--- src/rtl/bitops_pkg.sv ---
// Shared opcode/state types and width helper for the bitops_unit execution unit.
package bitops_pkg;

  typedef enum logic [3:0] {
    OP_AND  = 4'd0,
    OP_OR   = 4'd1,
    OP_XOR  = 4'd2,
    OP_NOT  = 4'd3,
    OP_ANDN = 4'd4,
    OP_SHL  = 4'd5,
    OP_SHR  = 4'd6,
    OP_SHRA = 4'd7,
    OP_ROL  = 4'd8,
    OP_ROR  = 4'd9
  } op_e;

  typedef enum logic {
    ST_IDLE  = 1'b0,
    ST_SHIFT = 1'b1
  } state_e;

  localparam logic [3:0] OP_LAST_LOGIC = 4'd4;
  localparam logic [3:0] OP_LAST_SHIFT = 4'd9;

  function automatic int shamt_width(input int width);
    return (width > 1) ? $clog2(width) : 1;
  endfunction

endpackage

--- src/rtl/bitops_shift_step.sv ---
// Combinational single-iteration shifter/rotator: moves a WIDTH-bit value by
// 0..SHAMT_STEP bits in the direction/fill selected by op.
module bitops_shift_step
  import bitops_pkg::*;
#(
  parameter int WIDTH      = 32,
  parameter int SHAMT_STEP = 1
) (
  input  op_e                               op,
  input  logic [WIDTH-1:0]                  value,
  input  logic [$clog2(SHAMT_STEP+1)-1:0]   amt,
  output logic [WIDTH-1:0]                  result
);

  localparam int AW = $clog2(SHAMT_STEP + 1);

  logic [WIDTH-1:0] cand [SHAMT_STEP+1];

  assign cand[0] = value;

  // One fixed-distance candidate per possible step; amt picks among them.
  genvar gi;
  generate
    for (gi = 1; gi <= SHAMT_STEP; gi++) begin : g_cand
      logic [WIDTH-1:0] rol_v;
      logic [WIDTH-1:0] ror_v;
      logic [WIDTH-1:0] sra_v;

      assign rol_v = (value << gi) | (value >> (WIDTH - gi));
      assign ror_v = (value >> gi) | (value << (WIDTH - gi));
      assign sra_v = $unsigned($signed(value) >>> gi);

      assign cand[gi] = (op == OP_SHL)  ? (value << gi) :
                        (op == OP_SHR)  ? (value >> gi) :
                        (op == OP_SHRA) ? sra_v :
                        (op == OP_ROL)  ? rol_v :
                        (op == OP_ROR)  ? ror_v : value;
    end
  endgenerate

  always_comb begin
    result = value;
    for (int k = 0; k <= SHAMT_STEP; k++) begin
      if (amt == AW'(k)) begin
        result = cand[k];
      end
    end
  end

endmodule

--- src/rtl/bitops_unit.sv ---
// Multi-cycle bitwise/shift/rotate unit with start/busy/done handshake.
// Optional zero/neg result flags are built when BITOPS_FLAGS_EN is defined.
module bitops_unit
  import bitops_pkg::*;
#(
  parameter int WIDTH      = 32,
  parameter int SHAMT_STEP = 1
) (
  input  logic             clock,
  input  logic             clear,
  input  logic             start,
  input  logic [3:0]       op,
  input  logic [WIDTH-1:0] RA,
  input  logic [WIDTH-1:0] RB,
  output logic             busy,
  output logic             done,
  output logic [WIDTH-1:0] RZ
`ifdef BITOPS_FLAGS_EN
  ,
  output logic             zero,
  output logic             neg
`endif
);

  localparam int SW = shamt_width(WIDTH);
  localparam int AW = $clog2(SHAMT_STEP + 1);

  state_e           state_reg;
  op_e              op_reg;
  logic [SW-1:0]    count_reg;
  logic [WIDTH-1:0] work_reg;
  logic [WIDTH-1:0] rz_reg;
  logic             busy_reg;
  logic             done_reg;

  op_e              op_in;
  logic [SW-1:0]    shamt;
  logic             is_logic;
  logic             is_shift;
  logic             last_step;
  logic [AW-1:0]    step_amt;
  logic [WIDTH-1:0] step_result;
  logic [WIDTH-1:0] logic_result;
  logic             rz_load;
  logic [WIDTH-1:0] rz_next;
  logic             unused_rb;

  assign op_in     = op_e'(op);
  assign shamt     = RB[SW-1:0];
  assign unused_rb = ^RB;
  assign is_logic  = (op <= OP_LAST_LOGIC);
  assign is_shift  = (op > OP_LAST_LOGIC) && (op <= OP_LAST_SHIFT);
  assign last_step = (int'(count_reg) <= SHAMT_STEP);

  always_comb begin
    if (int'(count_reg) >= SHAMT_STEP) begin
      step_amt = AW'(SHAMT_STEP);
    end else begin
      step_amt = AW'(count_reg);
    end
  end

  always_comb begin
    case (op_in)
      OP_AND:  logic_result = RA & RB;
      OP_OR:   logic_result = RA | RB;
      OP_XOR:  logic_result = RA ^ RB;
      OP_NOT:  logic_result = ~RA;
      OP_ANDN: logic_result = RA & ~RB;
      default: logic_result = '0;
    endcase
  end

  bitops_shift_step #(
    .WIDTH      (WIDTH),
    .SHAMT_STEP (SHAMT_STEP)
  ) u_shift_step (
    .op     (op_reg),
    .value  (work_reg),
    .amt    (step_amt),
    .result (step_result)
  );

  // A zero-distance shift completes immediately, like a logic op.
  always_comb begin
    rz_load = 1'b0;
    rz_next = '0;
    if (state_reg == ST_SHIFT) begin
      rz_load = last_step;
      rz_next = step_result;
    end else if (start && !(is_shift && (shamt != '0))) begin
      rz_load = 1'b1;
      rz_next = is_logic ? logic_result : (is_shift ? RA : '0);
    end
  end

  always_ff @(posedge clock or posedge clear) begin
    if (clear) begin
      state_reg <= ST_IDLE;
      op_reg    <= OP_AND;
      count_reg <= '0;
      work_reg  <= '0;
      rz_reg    <= '0;
      busy_reg  <= 1'b0;
      done_reg  <= 1'b0;
    end else begin
      done_reg <= rz_load;
      if (rz_load) begin
        rz_reg <= rz_next;
      end
      case (state_reg)
        ST_IDLE: begin
          if (start && is_shift && (shamt != '0)) begin
            work_reg  <= RA;
            op_reg    <= op_in;
            count_reg <= shamt;
            busy_reg  <= 1'b1;
            state_reg <= ST_SHIFT;
          end
        end
        ST_SHIFT: begin
          work_reg  <= step_result;
          count_reg <= count_reg - SW'(step_amt);
          if (last_step) begin
            busy_reg  <= 1'b0;
            state_reg <= ST_IDLE;
          end
        end
        default: state_reg <= ST_IDLE;
      endcase
    end
  end

`ifdef BITOPS_FLAGS_EN
  logic zero_reg;
  logic neg_reg;

  always_ff @(posedge clock or posedge clear) begin
    if (clear) begin
      zero_reg <= 1'b0;
      neg_reg  <= 1'b0;
    end else if (rz_load) begin
      zero_reg <= (rz_next == '0);
      neg_reg  <= rz_next[WIDTH-1];
    end
  end

  assign zero = zero_reg;
  assign neg  = neg_reg;
`endif

  assign busy = busy_reg;
  assign done = done_reg;
  assign RZ   = rz_reg;

endmodule

--- config.mk ---
export PLATFORM = sky130hd
export DESIGN_NAME = bitops_unit
export DESIGN_NICKNAME = d
export VERILOG_FILES = /design/src/rtl/bitops_pkg.sv /design/src/rtl/bitops_shift_step.sv /design/src/rtl/bitops_unit.sv
export SDC_FILE = /design/constraint.sdc
export NUM_CORES = 1
export LEC_CHECK = 0
export CORE_MARGIN = 2
export CORE_UTILIZATION = 40
export CTS_CLUSTER_SIZE = 24
export DETAILED_ROUTE_END_ITERATION = 8
export GPL_ROUTABILITY_DRIVEN = 0
export PLACE_DENSITY = 0.61
export SKIP_LAST_GASP = 1
export SLEW_MARGIN = 5
export SYNTH_ARGS = -nofsm -noshare
export SYNTH_HDL_FRONTEND = slang
export SYNTH_SLANG_ARGS = --single-unit
--- constraint.sdc ---
create_clock -name clock -period 4.55 [get_ports clock]
set_clock_uncertainty 0.05 [all_clocks]
set_input_delay 0.455 -clock clock [delete_from_list [all_inputs] [get_ports clock]]
set_output_delay 0.455 -clock clock [all_outputs]
set_load 0.05 [all_outputs]
; Word level (Yosys, flattened, before mapping)
; Cells that the tools add are included.
[word_totals]
register_bits = 76
output_inout_bits = 34
wordCells = 67
[op_classes]
n_addsub = 1
magnitude_cmp = 5
n_eq_ne = 11
mux = 24
n_bitwise = 9
reduce_logical = 10
[op_table]
columns = operator, count
row1 = $mux W32, 11
row2 = $pmux W32 S5, 1
row3 = $and A32 B32 Y32, 2
row4 = $not A32 Y32, 2
row5 = $pmux W32 S2, 1
row6 = $or A31 B32 Y32, 1
row7 = $or A32 B1 Y32, 1
row8 = $or A32 B32 Y32, 1
row9 = $xor A32 B32 Y32, 1
row10 = $eq A4 B3 Y1 const B, 4
row11 = $pmux W5 S2, 1
row12 = $eq A4 B2 Y1 const B, 2
row13 = $eq A4 B4 Y1 const B, 2
row14 = $mux W1, 7
row15 = $ge A5 B1 Y1 const B, 1
row16 = $le A5 B1 Y1 const B, 1
row17 = $logic_and A1 B1 Y1, 5
row18 = $mux W5, 1
row19 = $reduce_bool A5 Y1, 1
row20 = $sub A5 B1 Y5, 1
row21 = $eq A4 B1 Y1 const B, 1
row22 = $gt A4 B3 Y1 const B, 1
row23 = $le A4 B3 Y1 const B, 1
row24 = $le A4 B4 Y1 const B, 1
row25 = other kinds (7), 9

; Depth between registers and ports, before layout
[depth]
depth_word = 8
ltp_mapped = 8
depth_no_buf = 7

; By module
; Synthesis repeated with hierarchy kept, for this count alone.
[hier_totals]
hier_cells = 1002
area_unflattened_um2 = 7792.5
[by_module_without_submodules]
columns = module, n_inst, cells_per_inst, area_per_inst_um2
row1 = bitops_unit, 1, 734, 6118.4
row2 = bitops_shift_step, 1, 268, 1674.1

; Worst setup path before layout
; Ideal clock, no wire load.
[synth_timing]
path_type = input port to flip-flop
start = input port op[2]
end = register op_reg[0]
arrival_time_ps = 1838
required_ps = 4375
setup_slack_ps = 2538
path_stages = 6
path_buffers = 2
cell_sequence = clkbuf_1 -> nor2_1 -> a2bb2oi_2 -> nor3_2 -> buf_2 -> mux2_2
[synth_between]
elab_chain_cells = 5
elab_cells_between_ends = 6
[synth_lines]
columns = item, line
row1 = start: declaration, bitops_unit.sv:12  ; input logic [3:0] op,
row2 = $gt A4 B3 Y1 or $le A4 B4 Y1 (tied branches), bitops_unit.sv:52  ; assign is_shift = (op > OP_LAST_LOGIC) && (op <= OP_LAST_SHIFT);
row3 = $logic_and A1 B1 Y1 (*), bitops_unit.sv:52
row4 = $logic_and A1 B1 Y1 (*) (2 in series), bitops_unit.sv:113  ; if (start && is_shift && (shamt != '0)) begin
row5 = $reduce_and A2 Y1 (no source line) (*), -
row6 = end signal: assignment, bitops_unit.sv:115  ; op_reg <= op_in;
row7 = end: declaration, bitops_unit.sv:29  ; op_e op_reg;
; Every way passes the cells marked *; elsewhere a longest branch is shown, timed or not.
; A chain may end at the register's enable or synchronous reset.

; Final worst setup path
[layout_timing]
start = register op_reg[0]
end = register rz_reg[16], in the netlist RZ[16]
[layout_between]
elab_chain_cells = 8
elab_cells_between_ends = 12
[layout_lines]
columns = item, line
row1 = $eq A4 B4 Y1, bitops_shift_step.sv:37  ; (op == OP_ROR) ? ror_v : value;
row2 = $mux W32, bitops_shift_step.sv:37
row3 = $mux W32, bitops_shift_step.sv:36  ; (op == OP_ROL) ? rol_v :
row4 = $mux W32, bitops_shift_step.sv:35  ; (op == OP_SHRA) ? sra_v :
row5 = $mux W32, bitops_shift_step.sv:34  ; (op == OP_SHR) ? (value >> gi) :
row6 = $mux W32 (*), bitops_shift_step.sv:33  ; assign cand[gi] = (op == OP_SHL) ? (value << gi) :
row7 = $mux W32 (*), bitops_shift_step.sv:44  ; if (amt == AW'(k)) begin
row8 = $mux W32 (*), bitops_unit.sv:88  ; if (state_reg == ST_SHIFT) begin
row9 = end signal: assignment, bitops_unit.sv:109  ; rz_reg <= rz_next;
row10 = end: declaration, bitops_unit.sv:32  ; logic [WIDTH-1:0] rz_reg;
; Marked as above.

==> metrics.md <==
| Metric | Value |
|---|---|
| Outcome | `finished, final reports clean` |
| Critical path startpoint category | `flip-flop` |
| Die X | `141.5 um` |
| CTS Buf Count | `9` |
| Synth Flop Type | `dfrtp_1` |
| Vias in the first global route | `7291` |
| FF-to-FF path depth | `6` |
| Largest net degree at the start of global routing | `92` |
| Power Internal | `2.758 mW` |
| ANT nets after route | `0` |
| Max Slew Vio Count | `0` |
| Worst path top cell family by delay | `compound AO/OA/AOI/OAI gates` |
| Grt ovf | `0` |
| DRT iter0 DRCs | `853` |
| Post-Layout Cell Count | `1258` |
| Post-Syn Nets | `1083` |
| DRC errors left | `0` |
| CP Data Arrival Time | `3340 ps` |
| Switch share | `50.40%` |
| CP Capture Type | `flip-flop` |
| Antenna violations before repair | `0` |
| CP bufs+invs | `1` |
| Post-synth EDFFs | `0` |
| Critical path cell sequence | `buf_4, and4bb_1, o21ai_0, o2bb2ai_1, a31oi_1, a221o_1` |
| Port Buffer Count | `104` |
| Fraction of layout cells with a size suffix above 1 | `6.641%` |
| Setup Crit Path Kind | `flip-flop to flip-flop` |
| Slew HR | `26.67%` |
| Pre-antenna DRT Iters | `5` |
| CTS resizes | `0` |
| Placed cells | `1242` |
| Final Setup Violations | `0` |
| Initial Util | `40.54%` |
| Lkg Pwr | `3.662 nW` |
| Clock tree from TritonCTS | `yes` |
| IO Count | `105` |
| Commonest non-fill, non-tap cell in the layout | `o21ai_0` |
| Seq/Total Area, Yosys | `25.17%` |
| Peak supply drop | `0.0002329 V` |
| Setup Fix Bufs, Post-CTS | `0` |
| # clock sinks | `76` |
| Dpl hpwl | `19050 um` |
| Number of diodes | `0` |
| Yosys warns | `0` |
| Clock latency on the worst-skew pair | `350 ps` |
| Sw Pwr | `2.802 mW` |
| Flop pwr share | `26.1%` |
| Combinational share of power | `59.2%` |
| Hold Vio Cnt, Final | `0` |
| FF+latch count, synth | `76` |
| First-pass GRT wire length | `42850 um` |
| H-Tree Depth | `3` |
| PwrDens | `620.5 nW/um2` |
| Unrepaired setup endpoints after global routing | `no` |
| Worst Max-Slew Pin Slew | `1099 ps` |
| Layout Area Growth over Synthesis | `18.58%` |
| Critical Path Stages | `6` |
| Tot GR Track Use | `26.94%` |
| Drt via density | `6.467` |
| Wire per inst | `21.58 um` |
| Crit share post-route | `68.09%` |
| Hold_buf cts | `0` |
| Max Cap Viol | `0` |
| Largest stage delay on the critical path | `830 ps` |
| Via count | `8135` |
| Clock share of power | `14.6%` |
| Post-Synthesis Cell Area | `7557 um2` |
| Final WL | `27140 um` |
| Post-Syn Instances | `979` |
| Required time of the critical path | `4790 ps` |
| Clock tree buffer depth | `2` |
| Max Freq | `0.3228 GHz` |
| Final setup TNS | `0 ps` |
| Syn Area/Cell | `7.719 um2` |
| Clk slew on worst S/H paths | `60 ps` |
| Die H | `141.5 um` |
| Core ar. | `18640 um2` |
| Peak fanout along the critical path | `24` |
| CP max stage cell | `dfrtp_1` |
| Async set-reset flop share out of synthesis | `100.0%` |
| Placement row count | `50` |
| Synth unique cells | `68` |
| Clk root buf | `clkbuf_16` |
| Final nets | `1123` |
| Worst hold path class | `input pin to asynchronous set/reset pin` |
| Die ar. | `20010 um2` |
| Tmin final | `3098 ps` |
| Most frequent cells in the layout | `106 x o21ai_0, 101 x clkdlybuf4s50_1, 90 x a21oi_1` |
-- final cells by class --
class                   count  area, um2
fillers                  1832       9682
multi-input cells         726       4923
flip-flops and latches     76       1902
repair buffers            129       1216
well taps                 234      292.8
inverters                  77      290.3
clock buffers              12      266.5
clock inverters             4      70.07
-- per-stage QoR --
stage	instance area [um2]	power (mW)	setup WS, ps	hold WS, ps	utilization (%)
final	8961	5.560	1452	457.9	48.07
after global routing	8961	5.899	1318	488.4	48.07
after CTS	8961	5.519	1564	462.3	48.07
after detailed placement	8625	4.695	1293	449.2	46.26
after global placement	8625	4.652	1375	436.3	46.26
after floorplan	7557	3.677	2107	457.5	-
-- worst reg2reg max path, stage by stage (launching register included) --
cell	delay (ps)
dfrtp_1	830
buf_4	410
and4bb_1	690
o21ai_0	290
o2bb2ai_1	180
a31oi_1	360
a221o_1	220
-- synthesized netlist by cell type (5+ instances only) --
cell / instances / share of area [%]
o211ai_1: 37 / 3.7
o2bb2ai_1: 7 / 0.81
a22oi_1: 26 / 2.6
a22o_1: 10 / 1.2
a221o_1: 11 / 1.5
nand3_1: 53 / 3.5
nand2_1: 37 / 1.8
a211o_1: 7 / 0.81
a21oi_1: 91 / 6.0
a32oi_1: 8 / 0.93
mux2i_1: 25 / 3.3
nor3_1: 20 / 1.3
a31oi_1: 9 / 0.74
o21a_1: 5 / 0.50
o21ai_0: 106 / 7.0
nor2_1: 43 / 2.1
o41a_1: 15 / 2.2
buf_2: 41 / 2.7
xor2_1: 7 / 0.81
buf_1: 6 / 0.30
clkbuf_1: 50 / 2.5
dfrtp_1: 76 / 25
a2bb2oi_1: 5 / 0.58
or3_1: 5 / 0.41
inv_1: 77 / 3.8
a211oi_1: 28 / 2.8
o221ai_1: 27 / 3.1
o21ai_1: 8 / 0.53
a21o_1: 15 / 1.5
o22ai_1: 20 / 1.7
nand2b_1: 7 / 0.58
ha_1: 33 / 5.5
-- power by group through the flow --
| stage | clock (mW) | combinational, mW | sequential, mW |
|---|---|---|---|
| after global routing | 0.848 | 3.56 | 1.49 |
| after detailed placement | 0 | 3.26 | 1.44 |
| after global placement | 0 | 3.21 | 1.44 |
| after floorplan | 0 | 2.00 | 1.68 |
| after CTS | 0.822 | 3.26 | 1.43 |
| final | 0.812 | 3.29 | 1.45 |
-- kinds of logic after synthesis --
group | synth area share [%]
AO/OA/AOI/OAI | 41.64
adder cells (fa/ha/maj) | 5.464
buffers and inverters | 9.818
flip-flops | 25.17
AND/OR/NAND/NOR | 13.08
multiplexers | 3.907
XOR/XNOR | 0.9272
-- routing by layer --
metal,up-vias,share of wire (%),GRT usage (%)
li1,3824,-,-
met1,3924,47,41.05
met2,344,44,38.71
met3,43,7.6,4.725
met4,0,2.0,7.789
met5,-,0,0
-- worst paths after layout --
kind	slack, ps	from	to
setup / recovery	1450	op_reg[0]$_DFFE_PP0P_	RZ[16]$_DFFE_PP0P_
hold / removal	460	clear	busy$_DFFE_PP0P_
max in group asynchronous	3020	clear	work_reg[14]$_DFFE_PP0P_
min in group clock	470	busy$_DFFE_PP0P_	busy$_DFFE_PP0P_
hold reg to reg	470	busy$_DFFE_PP0P_	busy$_DFFE_PP0P_
setup reg to reg	1450	op_reg[0]$_DFFE_PP0P_	RZ[16]$_DFFE_PP0P_
Power figures use the tool's default switching activity.
